**src/rtl/fetch_pc_unit_if.sv**
```systemverilog
// Signal bundle between the fetch PC generator and its environment
// (hazard unit, EX redirect, BTB lookup port, IF/ID register).
interface fetch_pc_unit_if;
    logic        stall;
    logic        redirect_en;
    logic [31:0] redirect_pc;
    logic        btb_hit;
    logic        btb_predict_taken;
    logic [31:0] btb_target;
    logic [31:0] btb_pc_lookup;
    logic [31:0] pc_f;
    logic [31:0] pc_plus4_f;
    logic        fetch_valid;
    logic        pred_taken_f;
    logic [31:0] pred_target_f;
    logic        misalign_err;
    logic [31:0] redirect_cnt;
    logic [31:0] pred_taken_cnt;

    // Environment side: drives control and BTB results, observes the fetch PC.
    modport master (
        output stall, redirect_en, redirect_pc,
        output btb_hit, btb_predict_taken, btb_target,
        input  btb_pc_lookup, pc_f, pc_plus4_f, fetch_valid,
        input  pred_taken_f, pred_target_f, misalign_err,
        input  redirect_cnt, pred_taken_cnt
    );

    // Fetch PC unit side.
    modport slave (
        input  stall, redirect_en, redirect_pc,
        input  btb_hit, btb_predict_taken, btb_target,
        output btb_pc_lookup, pc_f, pc_plus4_f, fetch_valid,
        output pred_taken_f, pred_target_f, misalign_err,
        output redirect_cnt, pred_taken_cnt
    );
endinterface

```
**src/rtl/fetch_pc_unit.sv**
```systemverilog
// Fetch-stage PC generator with BTB-driven prediction and EX redirects.
// Optional saturating performance counters are built when FETCH_PERF_CNT_EN is defined.
module fetch_pc_unit #(
    parameter logic [31:0] RESET_PC = 32'h0000_0000
) (
    input  logic           clk,
    input  logic           rst,
    fetch_pc_unit_if.slave bus
);

    typedef enum logic [0:0] {
        ST_BOOT = 1'b0,
        ST_RUN  = 1'b1
    } state_e;

    state_e      state_q;
    state_e      state_d;
    logic [31:0] pc_q;
    logic [31:0] pc_d;
    logic [31:0] pc_plus4_s;
    logic        fetch_valid_s;
    logic        pred_taken_s;
    logic        misalign_q;
    logic        misalign_d;

    function automatic logic [31:0] word_align(input logic [31:0] addr);
        return {addr[31:2], 2'b00};
    endfunction

    assign pc_plus4_s   = pc_q + 32'd4;
    assign pred_taken_s = fetch_valid_s & bus.btb_hit & bus.btb_predict_taken;

    // FSM state register
    always_ff @(posedge clk or posedge rst) begin
        if (rst) begin
            state_q <= ST_BOOT;
        end else begin
            state_q <= state_d;
        end
    end

    // FSM next state and fetch-valid decode
    always_comb begin
        state_d       = state_q;
        fetch_valid_s = 1'b0;
        case (state_q)
            ST_BOOT: begin
                state_d       = ST_RUN;
                fetch_valid_s = 1'b0;
            end
            ST_RUN: begin
                state_d       = ST_RUN;
                fetch_valid_s = 1'b1;
            end
            default: begin
                state_d       = ST_BOOT;
                fetch_valid_s = 1'b0;
            end
        endcase
    end

    // Next-PC selection; a redirect is honoured even in the boot bubble
    always_comb begin
        pc_d = pc_q;
        if (bus.redirect_en) begin
            pc_d = word_align(bus.redirect_pc);
        end else if (!fetch_valid_s) begin
            pc_d = pc_q;
        end else if (bus.stall) begin
            pc_d = pc_q;
        end else if (pred_taken_s) begin
            pc_d = word_align(bus.btb_target);
        end else begin
            pc_d = pc_plus4_s;
        end
    end

    // Sticky misaligned-redirect flag
    always_comb begin
        misalign_d = misalign_q;
        if (bus.redirect_en && (bus.redirect_pc[1:0] != 2'b00)) begin
            misalign_d = 1'b1;
        end else begin
            misalign_d = misalign_q;
        end
    end

    // PC and error flag registers
    always_ff @(posedge clk or posedge rst) begin
        if (rst) begin
            pc_q       <= RESET_PC;
            misalign_q <= 1'b0;
        end else begin
            pc_q       <= pc_d;
            misalign_q <= misalign_d;
        end
    end

`ifdef FETCH_PERF_CNT_EN
    logic [31:0] redirect_cnt_q;
    logic [31:0] pred_cnt_q;
    logic        pred_cnt_inc_s;

    function automatic logic [31:0] sat_inc(input logic [31:0] val);
        return (val == 32'hFFFF_FFFF) ? val : (val + 32'd1);
    endfunction

    // Only predictions that actually steer the PC are counted
    assign pred_cnt_inc_s = pred_taken_s & ~bus.stall & ~bus.redirect_en;

    // Saturating performance counters
    always_ff @(posedge clk or posedge rst) begin
        if (rst) begin
            redirect_cnt_q <= 32'd0;
            pred_cnt_q     <= 32'd0;
        end else begin
            if (bus.redirect_en) begin
                redirect_cnt_q <= sat_inc(redirect_cnt_q);
            end
            if (pred_cnt_inc_s) begin
                pred_cnt_q <= sat_inc(pred_cnt_q);
            end
        end
    end

    assign bus.redirect_cnt   = redirect_cnt_q;
    assign bus.pred_taken_cnt = pred_cnt_q;
`else
    assign bus.redirect_cnt   = 32'd0;
    assign bus.pred_taken_cnt = 32'd0;
`endif

    assign bus.btb_pc_lookup = pc_q;
    assign bus.pc_f          = pc_q;
    assign bus.pc_plus4_f    = pc_plus4_s;
    assign bus.fetch_valid   = fetch_valid_s;
    assign bus.pred_taken_f  = pred_taken_s;
    assign bus.pred_target_f = pred_taken_s ? bus.btb_target : pc_plus4_s;
    assign bus.misalign_err  = misalign_q;

endmodule
```
**src/flat_wrapper.sv**
```systemverilog
// flat-port wrapper written by rule: the top's interface ports become plain ports
module fetch_pc_unit_flat 
#(
    parameter logic [31:0] RESET_PC = 32'h0000_0000
)
  (clk, rst, bus_stall, bus_redirect_en, bus_redirect_pc, bus_btb_hit, bus_btb_predict_taken, bus_btb_target, bus_btb_pc_lookup, bus_pc_f, bus_pc_plus4_f, bus_fetch_valid, bus_pred_taken_f, bus_pred_target_f, bus_misalign_err, bus_redirect_cnt, bus_pred_taken_cnt);
  fetch_pc_unit_if bus_i ();
  input  logic clk;
  input  logic rst;
  input wire logic [$bits(bus_i.stall)-1:0] bus_stall;
  input wire logic [$bits(bus_i.redirect_en)-1:0] bus_redirect_en;
  input wire logic [$bits(bus_i.redirect_pc)-1:0] bus_redirect_pc;
  input wire logic [$bits(bus_i.btb_hit)-1:0] bus_btb_hit;
  input wire logic [$bits(bus_i.btb_predict_taken)-1:0] bus_btb_predict_taken;
  input wire logic [$bits(bus_i.btb_target)-1:0] bus_btb_target;
  output wire logic [$bits(bus_i.btb_pc_lookup)-1:0] bus_btb_pc_lookup;
  output wire logic [$bits(bus_i.pc_f)-1:0] bus_pc_f;
  output wire logic [$bits(bus_i.pc_plus4_f)-1:0] bus_pc_plus4_f;
  output wire logic [$bits(bus_i.fetch_valid)-1:0] bus_fetch_valid;
  output wire logic [$bits(bus_i.pred_taken_f)-1:0] bus_pred_taken_f;
  output wire logic [$bits(bus_i.pred_target_f)-1:0] bus_pred_target_f;
  output wire logic [$bits(bus_i.misalign_err)-1:0] bus_misalign_err;
  output wire logic [$bits(bus_i.redirect_cnt)-1:0] bus_redirect_cnt;
  output wire logic [$bits(bus_i.pred_taken_cnt)-1:0] bus_pred_taken_cnt;
  assign bus_i.stall = bus_stall;
  assign bus_i.redirect_en = bus_redirect_en;
  assign bus_i.redirect_pc = bus_redirect_pc;
  assign bus_i.btb_hit = bus_btb_hit;
  assign bus_i.btb_predict_taken = bus_btb_predict_taken;
  assign bus_i.btb_target = bus_btb_target;
  assign bus_btb_pc_lookup = bus_i.btb_pc_lookup;
  assign bus_pc_f = bus_i.pc_f;
  assign bus_pc_plus4_f = bus_i.pc_plus4_f;
  assign bus_fetch_valid = bus_i.fetch_valid;
  assign bus_pred_taken_f = bus_i.pred_taken_f;
  assign bus_pred_target_f = bus_i.pred_target_f;
  assign bus_misalign_err = bus_i.misalign_err;
  assign bus_redirect_cnt = bus_i.redirect_cnt;
  assign bus_pred_taken_cnt = bus_i.pred_taken_cnt;
  fetch_pc_unit #(.RESET_PC(RESET_PC)) u_core (.clk(clk), .rst(rst), .bus(bus_i));
endmodule
```
**config.mk**
```make
export PLATFORM = sky130hd
export DESIGN_NAME = fetch_pc_unit_flat
export DESIGN_NICKNAME = d
export VERILOG_FILES = /design/src/rtl/fetch_pc_unit_if.sv /design/src/rtl/fetch_pc_unit.sv /design/src/flat_wrapper.sv
export SDC_FILE = /design/constraint.sdc
export NUM_CORES = 1
export LEC_CHECK = 0
export ABC_AREA = 1
export CORE_AREA = 5 5 100 102
export DETAILED_ROUTE_END_ITERATION = 8
export DIE_AREA = 0 0 105 107
export DONT_BUFFER_PORTS = 1
export GPL_ROUTABILITY_DRIVEN = 0
export MAX_ROUTING_LAYER = met4
export PLACE_DENSITY = 0.54
export SLEW_MARGIN = 5
export SYNTH_ARGS = -nofsm -noshare
export SYNTH_HDL_FRONTEND = slang
export SYNTH_SLANG_ARGS = --single-unit
export TNS_END_PERCENT = 50
```
**constraint.sdc**
```tcl
create_clock -name clk -period 2.6 [get_ports clk]
set_clock_uncertainty 0.15 [all_clocks]
set_input_delay 0.78 -clock clk [delete_from_list [all_inputs] [get_ports clk]]
set_output_delay 0.78 -clock clk [all_outputs]
set_load 0.005 [all_outputs]
```
After elaboration in Yosys (flattened, before gate mapping)

Index checks and enable logic that the tools add are counted.

Register bits after elaboration: 34
Bits of input ports: 70
Output and inout port bits: 195
Word-level logic and storage cells: 18

$add $sub $neg: 1
Equal/unequal tests: 1
Multiplexer cells: 6
Bitwise operators: 3
Reduce and logical (&&, ||, !) cells: 4

Operator list:

| operator                | count |
|---|---|
| $mux W32                | 5 |
| $add A32 B3 Y32 const B | 1 |
| $reduce_bool A2 Y1      | 2 |
| $and A1 B1 Y1           | 2 |
| $ne A2 B1 Y1 const B    | 1 |
| $pmux W1 S2             | 1 |
| $reduce_and A2 Y1       | 1 |
| $logic_and A1 B1 Y1     | 1 |
| $not A1 Y1              | 1 |

Depth between registers and ports, before layout

Gate-level depths: netlist of run 1.

Word-level depth: 8
Gate-level depth with buffers: 10
Gate-level depth less buffers: 10

Worst setup path after synthesis of run 1

No wires, ideal clock.

Kind: input to output
Start: in bus_btb_predict_taken
End: out bus_pred_target_f[13]
Arrival: 1.607 ns
Data required time: 1.670 ns
Slack: 0.063 ns
Cell stages on the path: 4
Path buffers: 2
Path through: nand3_1 -> clkbuf_1 -> clkbuf_1 -> o21a_1

Word-level cells in the longest chain between the ends: 2

Ends and longest elaborated chain:

| element            | RTL line             | RTL |
|---|---|---|
| start: declaration | flat_wrapper.sv:14   | `input wire logic [$bits(bus_i.btb_predict_taken)-1:0] bus_btb_predict_taken;` |
| $and A1 B1 Y1      | fetch_pc_unit.sv:31  | `assign pred_taken_s = fetch_valid_s & bus.btb_hit & bus.btb_predict_taken;` |
| $mux W32           | fetch_pc_unit.sv:138 | `assign bus.pred_target_f = pred_taken_s ? bus.btb_target : pc_plus4_s;` |
| end: declaration   | flat_wrapper.sv:21   | `output wire logic [$bits(bus_i.pred_target_f)-1:0] bus_pred_target_f;` |

No other way between the ends.

Final worst setup path of run 1

Start: reg u_core.pc_q[2], in the netlist u_core.bus.btb_pc_lookup[2]
End: out bus_pred_target_f[28]

Word-level cells in the longest chain between the ends: 2

Ends and longest elaborated chain:

| element                  | RTL line             | RTL |
|---|---|---|
| start: declaration       | fetch_pc_unit.sv:18  | `logic [31:0] pc_q;` |
| start signal: assignment | fetch_pc_unit.sv:94  | `pc_q <= pc_d;` |
| $add A32 B3 Y32          | fetch_pc_unit.sv:30  | `assign pc_plus4_s = pc_q + 32'd4;` |
| $mux W32                 | fetch_pc_unit.sv:138 |  |

No other way between the ends.

==> results.toml, run 1 <==
[timing]
fin_ws_ps = -105
max_freq_mhz = 370
maxSlewViolCount = 0
period_share_pct = 104
finalSetupViolations = 26
hold_viol_final = 0
min_period_ps = 2710
rsz0062_at_grt = "yes"

[critical_path]
cp_max_fo = 5
crit_path_end_kind = "output port"
crit_required_ps = 1670
worstPathArrival_ps = 1780
crit_top_cell = "nand2_2"
cp-start-kind = "flop"
cpMaxStageDelayCell = "dfrtp_1"
cpPeakStageDelay_ps = 370
r2r_cells = 11
crit_chain = "ha_2 -> nand2_2 -> nor2_4 -> nand2_4 -> nor2_4 -> nand2_2 -> nand2_2 -> nand3_2 -> and2_4"
worstSetupPathType = "flop to output port"

[hold_path]
hp-class = "input port to asynchronous set/reset pin"

[grt]
grtUsageTotal_pct = 21.1
grt_pass1_vias = 3335
grt_start_max_net_pins = 48
grt_pass1_wl_mm = 18.5
antenna_found_initial = 0
grt_overflow = 0

[cts]
h-tree-depth = 2
tritoncts = "built"
clock_latency_ps = 300
cts_max_path_buffers = 2
ctsRootBufferMaster = "clkbuf_8"
numCtsBuffers = 5
postCtsHoldBufs = 0
clk_pin_slew_ps = 80
cts_sinks = 32

[place]
placed_area_mm2 = 0.00363
dp_worst_setup_slack_ps = 54.6
hpwl_mm = 9.65
io_buffers = 0

[routing]
drt_iter0_markers = 152
post_drt_wl_per_cell_um = 17.3
firstDrtPassIters = 4
wl_mm = 12.5
vias_per_cell = 4.89
postRouteAntennaNets = 0
dr_total_vias = 3540
drcViolationCount = 0

[power]
intPower_mw = 1.04
peakVddDrop_v = 0.000178
seqPwrFrac_pct = 35.5
p_clk_share_pct = 24.3
p_per_area_mw_per_mm2 = 402
p_sw_mw = 0.694
comb_power_share_pct = 40.2
swShare_pct = 40.1
power_leakage_nw = 2.21

[floorplan]
io_pins = 265
initial_utilization_pct = 40.9
fp.dieW_um = 105
die_h_um = 107
die_area_mm2 = 0.0112
coreArea_mm2 = 0.00902
num_rows = 35

[outcome]
status = "complete, but fails checks"
violations = "setup timing"

[yosys]
synth_top_area_share_pct = 21.7
ys_ff_latch = 32
synth.most_common_cell = "nand2_1"
synth_common_cells = "151 x nand2_1, 100 x buf_4, 74 x inv_1, 53 x nand3_1, 38 x nor2_1"
synth_edf_count = 0
synth_cells = 590
synth_seq_area_share_pct = 21.7
synth_ff_type = "dfrtp_1"
yosys-top-cells-area = "dfrtp_1 22%, buf_4 20%, nand2_1 15%, inv_1 7.5%, nand3_1 7.2%"
avgSynthCellArea_um2 = 6.25
synth_area_mm2 = 0.00369
synth.yosys.warnings = 0
async_reset_ff_share_pct = 100
synth_top_cell_by_area = "dfrtp_1"
yosysUniqueCellTypes = 28

[layout]
fill_cells = 957
ff_latch_area_um2 = 803
diodes = 0
nets = 683
syn_to_final_growth_pct = 16.7
multiInputGateArea_mm2 = 0.00249
final_layout_size_suffix_gt1_share_pct = 32.8
final_util_pct = 47.7
fin_area_mm2 = 0.00430

[flow_run]
maxCapViolations = 0
per-layer routing:
metal  GRT usage, %  vias up  routed length [um]  part of all wire (%)
li1               -     1693                   -                     -
met1           27.3     1662                5240                    42
met2           34.4      178                6110                    49
met3           4.46        7                1060                   8.4
met4           3.65        0                  97                  0.78
met5              -        -                   0                     0
cell type report:
class / instances / share of cell area, %
flip-flops and latches: 32 / 18.7
repair buffers: 60 / 11.5
well taps: 111 / 3.23
multi-input cells: 438 / 57.9
inverters: 75 / 6.54
clock inverters: 2 / 0.233
clock buffers: 6 / 1.92
critical path: cells and delay by family, from the launching register on:
kind | cells | cell delay [ps]
flip-flops | 1 | 370
AND/OR/NAND/NOR | 8 | 930
adder cells (fa/ha/maj) | 1 | 190
power by group through the flow:
stage	logic, mW	clock network, mW	registers [mW]
after CTS	0.624	0.430	0.612
final	0.695	0.421	0.615
after global routing	0.774	0.453	0.623
after floorplan	0.497	0	0.628
after global placement	0.572	0	0.620
after detailed placement	0.577	0	0.619
logic make-up after synthesis:
logic type      count (synthesis)  share of synthesized area [%]
buf+inv                       189                           29.5
compound gates                 64                           10.3
simple gates                  295                           36.3
other cells                     2                          0.204
fa+ha+maj                       1                          0.339
flops                          32                           21.7
xor+xnor                        7                           1.66
sequential cells by signal, summed over array words and instances, names as in the netlist:
register	flops
u_core.bus.btb_pc_lookup	30
u_core.bus.misalign_err	1
u_core.state_q	1
through the flow:
step,total power [mW],cells,hold WS [ps],TNS [ps]
after global placement,1.19,700,371,0
after global routing,1.85,724,398,-5440
after detailed placement,1.20,700,374,0
after floorplan,1.13,659,318,0
final,1.73,724,329,-1600
after CTS,1.67,714,348,-1790
path summary, 6_finish.rpt:
check	startpoint	end	slack [ps]
worst max-delay path	u_core.bus.btb_pc_lookup[2]	bus_pred_target_f[28]	-110
max in group asynchronous	rst	u_core.bus.btb_pc_lookup[26]	1620
worst min register to register	u_core.bus.misalign_err	u_core.bus.misalign_err	390
worst min-delay path	rst	u_core.bus.btb_pc_lookup[4]	330
min in group clk	u_core.bus.misalign_err	u_core.bus.misalign_err	390
worst max register to register	u_core.bus.btb_pc_lookup[2]	u_core.bus.btb_pc_lookup[12]	730
repair_timing:
| item | CTS | global route |
|---|---|---|
| hold endpoints to repair | 0 | 0 |
| gates resized for setup | 47 | 82 |
| setup endpoints to repair | 36 | 46 |
| buffers inserted | 6 | 10 |
| pin swaps | 12 | 25 |
placed cells by master (no fill, tap or decap), types with 3 or more instances in the layout:
| master | count |
|---|---|
| nor2_1 | 23 |
| o21a_1 | 4 |
| o21ai_0 | 26 |
| o21ai_1 | 3 |
| o21bai_1 | 9 |
| dfrtp_1 | 30 |
| nand2_1 | 123 |
| xor2_1 | 3 |
| nor2_2 | 13 |
| o211ai_1 | 6 |
| nand2_2 | 25 |
| buf_6 | 8 |
| conb_1 | 71 |
| nand3_2 | 19 |
| and2_4 | 12 |
| clkbuf_8 | 6 |
| or2_2 | 22 |
| inv_1 | 72 |
| nand2_4 | 6 |
| and2_1 | 5 |
| o21ai_2 | 11 |
| buf_4 | 51 |
| nor2_4 | 12 |
| nand3_1 | 32 |
No activity file was read; power rests on OpenSTA's default activity.
==> run 2, diff against run 1 <==
Settings changed: ABC_CLOCK_PERIOD_IN_PS set to 2600.
==> results of run 2 <==
The final DEF is identical to that of run 1; final timing and power are the same.
==> run 3, diff against run 2 <==
Settings changed: ABC_AREA 1 to 0, ABC_CLOCK_PERIOD_IN_PS 2600 to 3310, CORE_AREA 5 5 100 102 to 5 5 99 101, DIE_AREA 0 0 105 107 to 0 0 104 106, PLACE_DENSITY 0.54 to 0.53.
Clock period 2.6 ns to 3.31 ns, I/O delays scaled along.
==> run 3 against run 2 <==
Against the previous run: the flow now finishes without violations; count of clock-buffer cells in the layout rose by 1; setup slack improved by 130 ps; critical path type unchanged; hold slack improved by 26 ps; cell area fell by 13%; highest routed layer unchanged; clock power barely moved; global-route usage fell by 0.36 points; cell count fell by 16%; critical endpoint is now bus_pred_target_f[29]; critical path depth fell by 4.
==> results.toml, run 3 <==
[outcome]
status = "complete, no violations"

[power]
power_leakage_nw = 1.74
power_mw = 1.35
peakVddDrop_v = 0.000181
p_per_area_mw_per_mm2 = 360

[critical_path]
worstPathArrival_ps = 2150
worstSetupPathType = "flop to output port"
cp-start-kind = "flop"
cp_max_fo = 3
crit_required_ps = 2170
crit_path_end_kind = "output port"

[timing]
maxSlewViolCount = 0
period_share_pct = 99.4
max_freq_mhz = 304
hold_viol_final = 0
finalSetupViolations = 0
tns_ps = 0
rsz0062_at_grt = "yes"
min_period_ps = 3290
slew_headroom_pct = 62.8
worst_pin_slew_ps = 553

[routing]
postRouteAntennaNets = 0
post_drt_wl_per_cell_um = 19.7
vias_per_cell = 5.47
wl_mm = 11.9
dr_total_vias = 3319
drcViolationCount = 0
drt_iter0_markers = 195
firstDrtPassIters = 4

[grt]
grtUsageTotal_pct = 20.7
grt_pass1_wl_mm = 18.1
antenna_found_initial = 0
grt_start_max_net_pins = 52
grt_overflow = 0
grt_pass1_vias = 3162

[cts]
clk_pin_slew_ps = 70
postCtsHoldBufs = 0
clock_latency_ps = 290
numCtsBuffers = 5
tritoncts = "built"
ctsRootBufferMaster = "clkbuf_8"
h-tree-depth = 2
cts_max_path_buffers = 2
cts_sinks = 32

[yosys]
synth_top_cell_by_area = "dfrtp_1"
synth_edf_count = 0
synth_common_cells = "100 x buf_4, 56 x nand2_1, 54 x nor2_1, 32 x dfrtp_1, 23 x a21oi_1"
async_reset_ff_share_pct = 100
synth_ff_type = "dfrtp_1"
yosys-top-cells-area = "dfrtp_1 22%, buf_4 21%, nand2_1 5.9%, nor2_1 5.7%, xnor2_1 3.4%"
yosysUniqueCellTypes = 51
synth_top_area_share_pct = 22.3
synth_seq_area_share_pct = 22.3
avgSynthCellArea_um2 = 7.29
ys_ff_latch = 32
synth.most_common_cell = "buf_4"
synth.yosys.warnings = 0
synth_cells = 492
synth_area_mm2 = 0.00358

[floorplan]
io_pins = 265
die_h_um = 106
coreArea_mm2 = 0.00893
num_rows = 35
initial_utilization_pct = 40.1
die_area_mm2 = 0.0110
fp.dieW_um = 104

[place]
hpwl_mm = 9.31
io_buffers = 0

[layout]
final_util_pct = 42.0
largest_reg_flops = 30
nets = 566
layout.cells.most_common_list = "71 x conb_1, 55 x nand2_1, 53 x nor2_1, 53 x buf_4, 31 x dfrtp_1"
final_layout_size_suffix_gt1_share_pct = 18.5
final_common_cell = "conb_1"
fill_cells = 945
syn_to_final_growth_pct = 4.78
diodes = 0

[flow_run]
maxCapViolations = 0

[hold_path]
hp-class = "flop to flop"
==> run 3: where the power goes <==
part / switching, mW / total, mW / internal (mW)
clock network: 0.155 / 0.421 / 0.266
logic: 0.286 / 0.461 / 0.175
registers: 0.0409 / 0.470 / 0.429
total: 0.482 / 1.35 / 0.870
==> run 3: metal layers <==
layer	GRT usage, %	routed length, um	up-vias
met5	-	0	-
met1	24.2	4800	1590
li1	-	-	1545
met4	5.46	178	0
met3	5.22	1020	15
met2	35.5	5940	169
==> run 3: area by class of cell <==
cell class              instances  area (um2)  area share [%]
clock buffers                   7        96.3            2.56
inverters                      18        67.6            1.80
well taps                     111         139            3.70
multi-input cells             385        2220            59.2
repair buffers                 53         398            10.6
flip-flops and latches         32         802            21.4
clock inverters                 1        30.0           0.799
==> run 3: kinds of logic after synthesis <==
family	after synthesis	synth area share (%)
AOI/OAI and AO/OA	100	18.7
xor gates and xnor gates	19	4.85
adders and majority gates	1	0.349
buffers and inverters	144	25.8
DFF	32	22.3
muxes	12	3.46
other	2	0.210
and+or+nand+nor	182	24.3
==> run 3: stage by stage <==
step	area, um2	setup WS [ps]	std cells	hold slack (ps)
2_1_floorplan	3840	104	561	309
3_3_place_gp	3540	305	599	338
3_5_place_dp	3540	242	599	343
4_1_cts	3700	13.8	607	364
5_1_grt	3760	-39.5	607	385
6_report	3760	20.3	607	355
==> run 3: critical path: stages (launching register included) <==
cell     delay [ps]
dfrtp_1         360
nand4_1         160
or3_4           410
or4_4           560
xnor2_2         160
o21ba_2         210
==> run 3: path summary, 6_finish.rpt <==
kind / startpoint / end / slack, ps / cells past startpoint
max: u_core.bus.btb_pc_lookup[15] / bus_pred_target_f[29] / 20 / 5
min reg2reg: u_core.bus.misalign_err / u_core.bus.misalign_err / 350 / 1
min in group asynchronous: rst / u_core.state_q / 530 / 2
max reg2reg: u_core.bus.btb_pc_lookup[15] / u_core.bus.btb_pc_lookup[25] / 970 / 6
max in group asynchronous: rst / u_core.bus.btb_pc_lookup[3] / 2160 / 2
min: u_core.bus.misalign_err / u_core.bus.misalign_err / 350 / 1
==> run 3: timing repair <==
item | in CTS | in global routing
cloned | 0 | 0
setup buffers | 0 | 0
gates resized for setup | 7 | 11
setup endpoints to repair | 7 | 14
pin swaps | 0 | 4
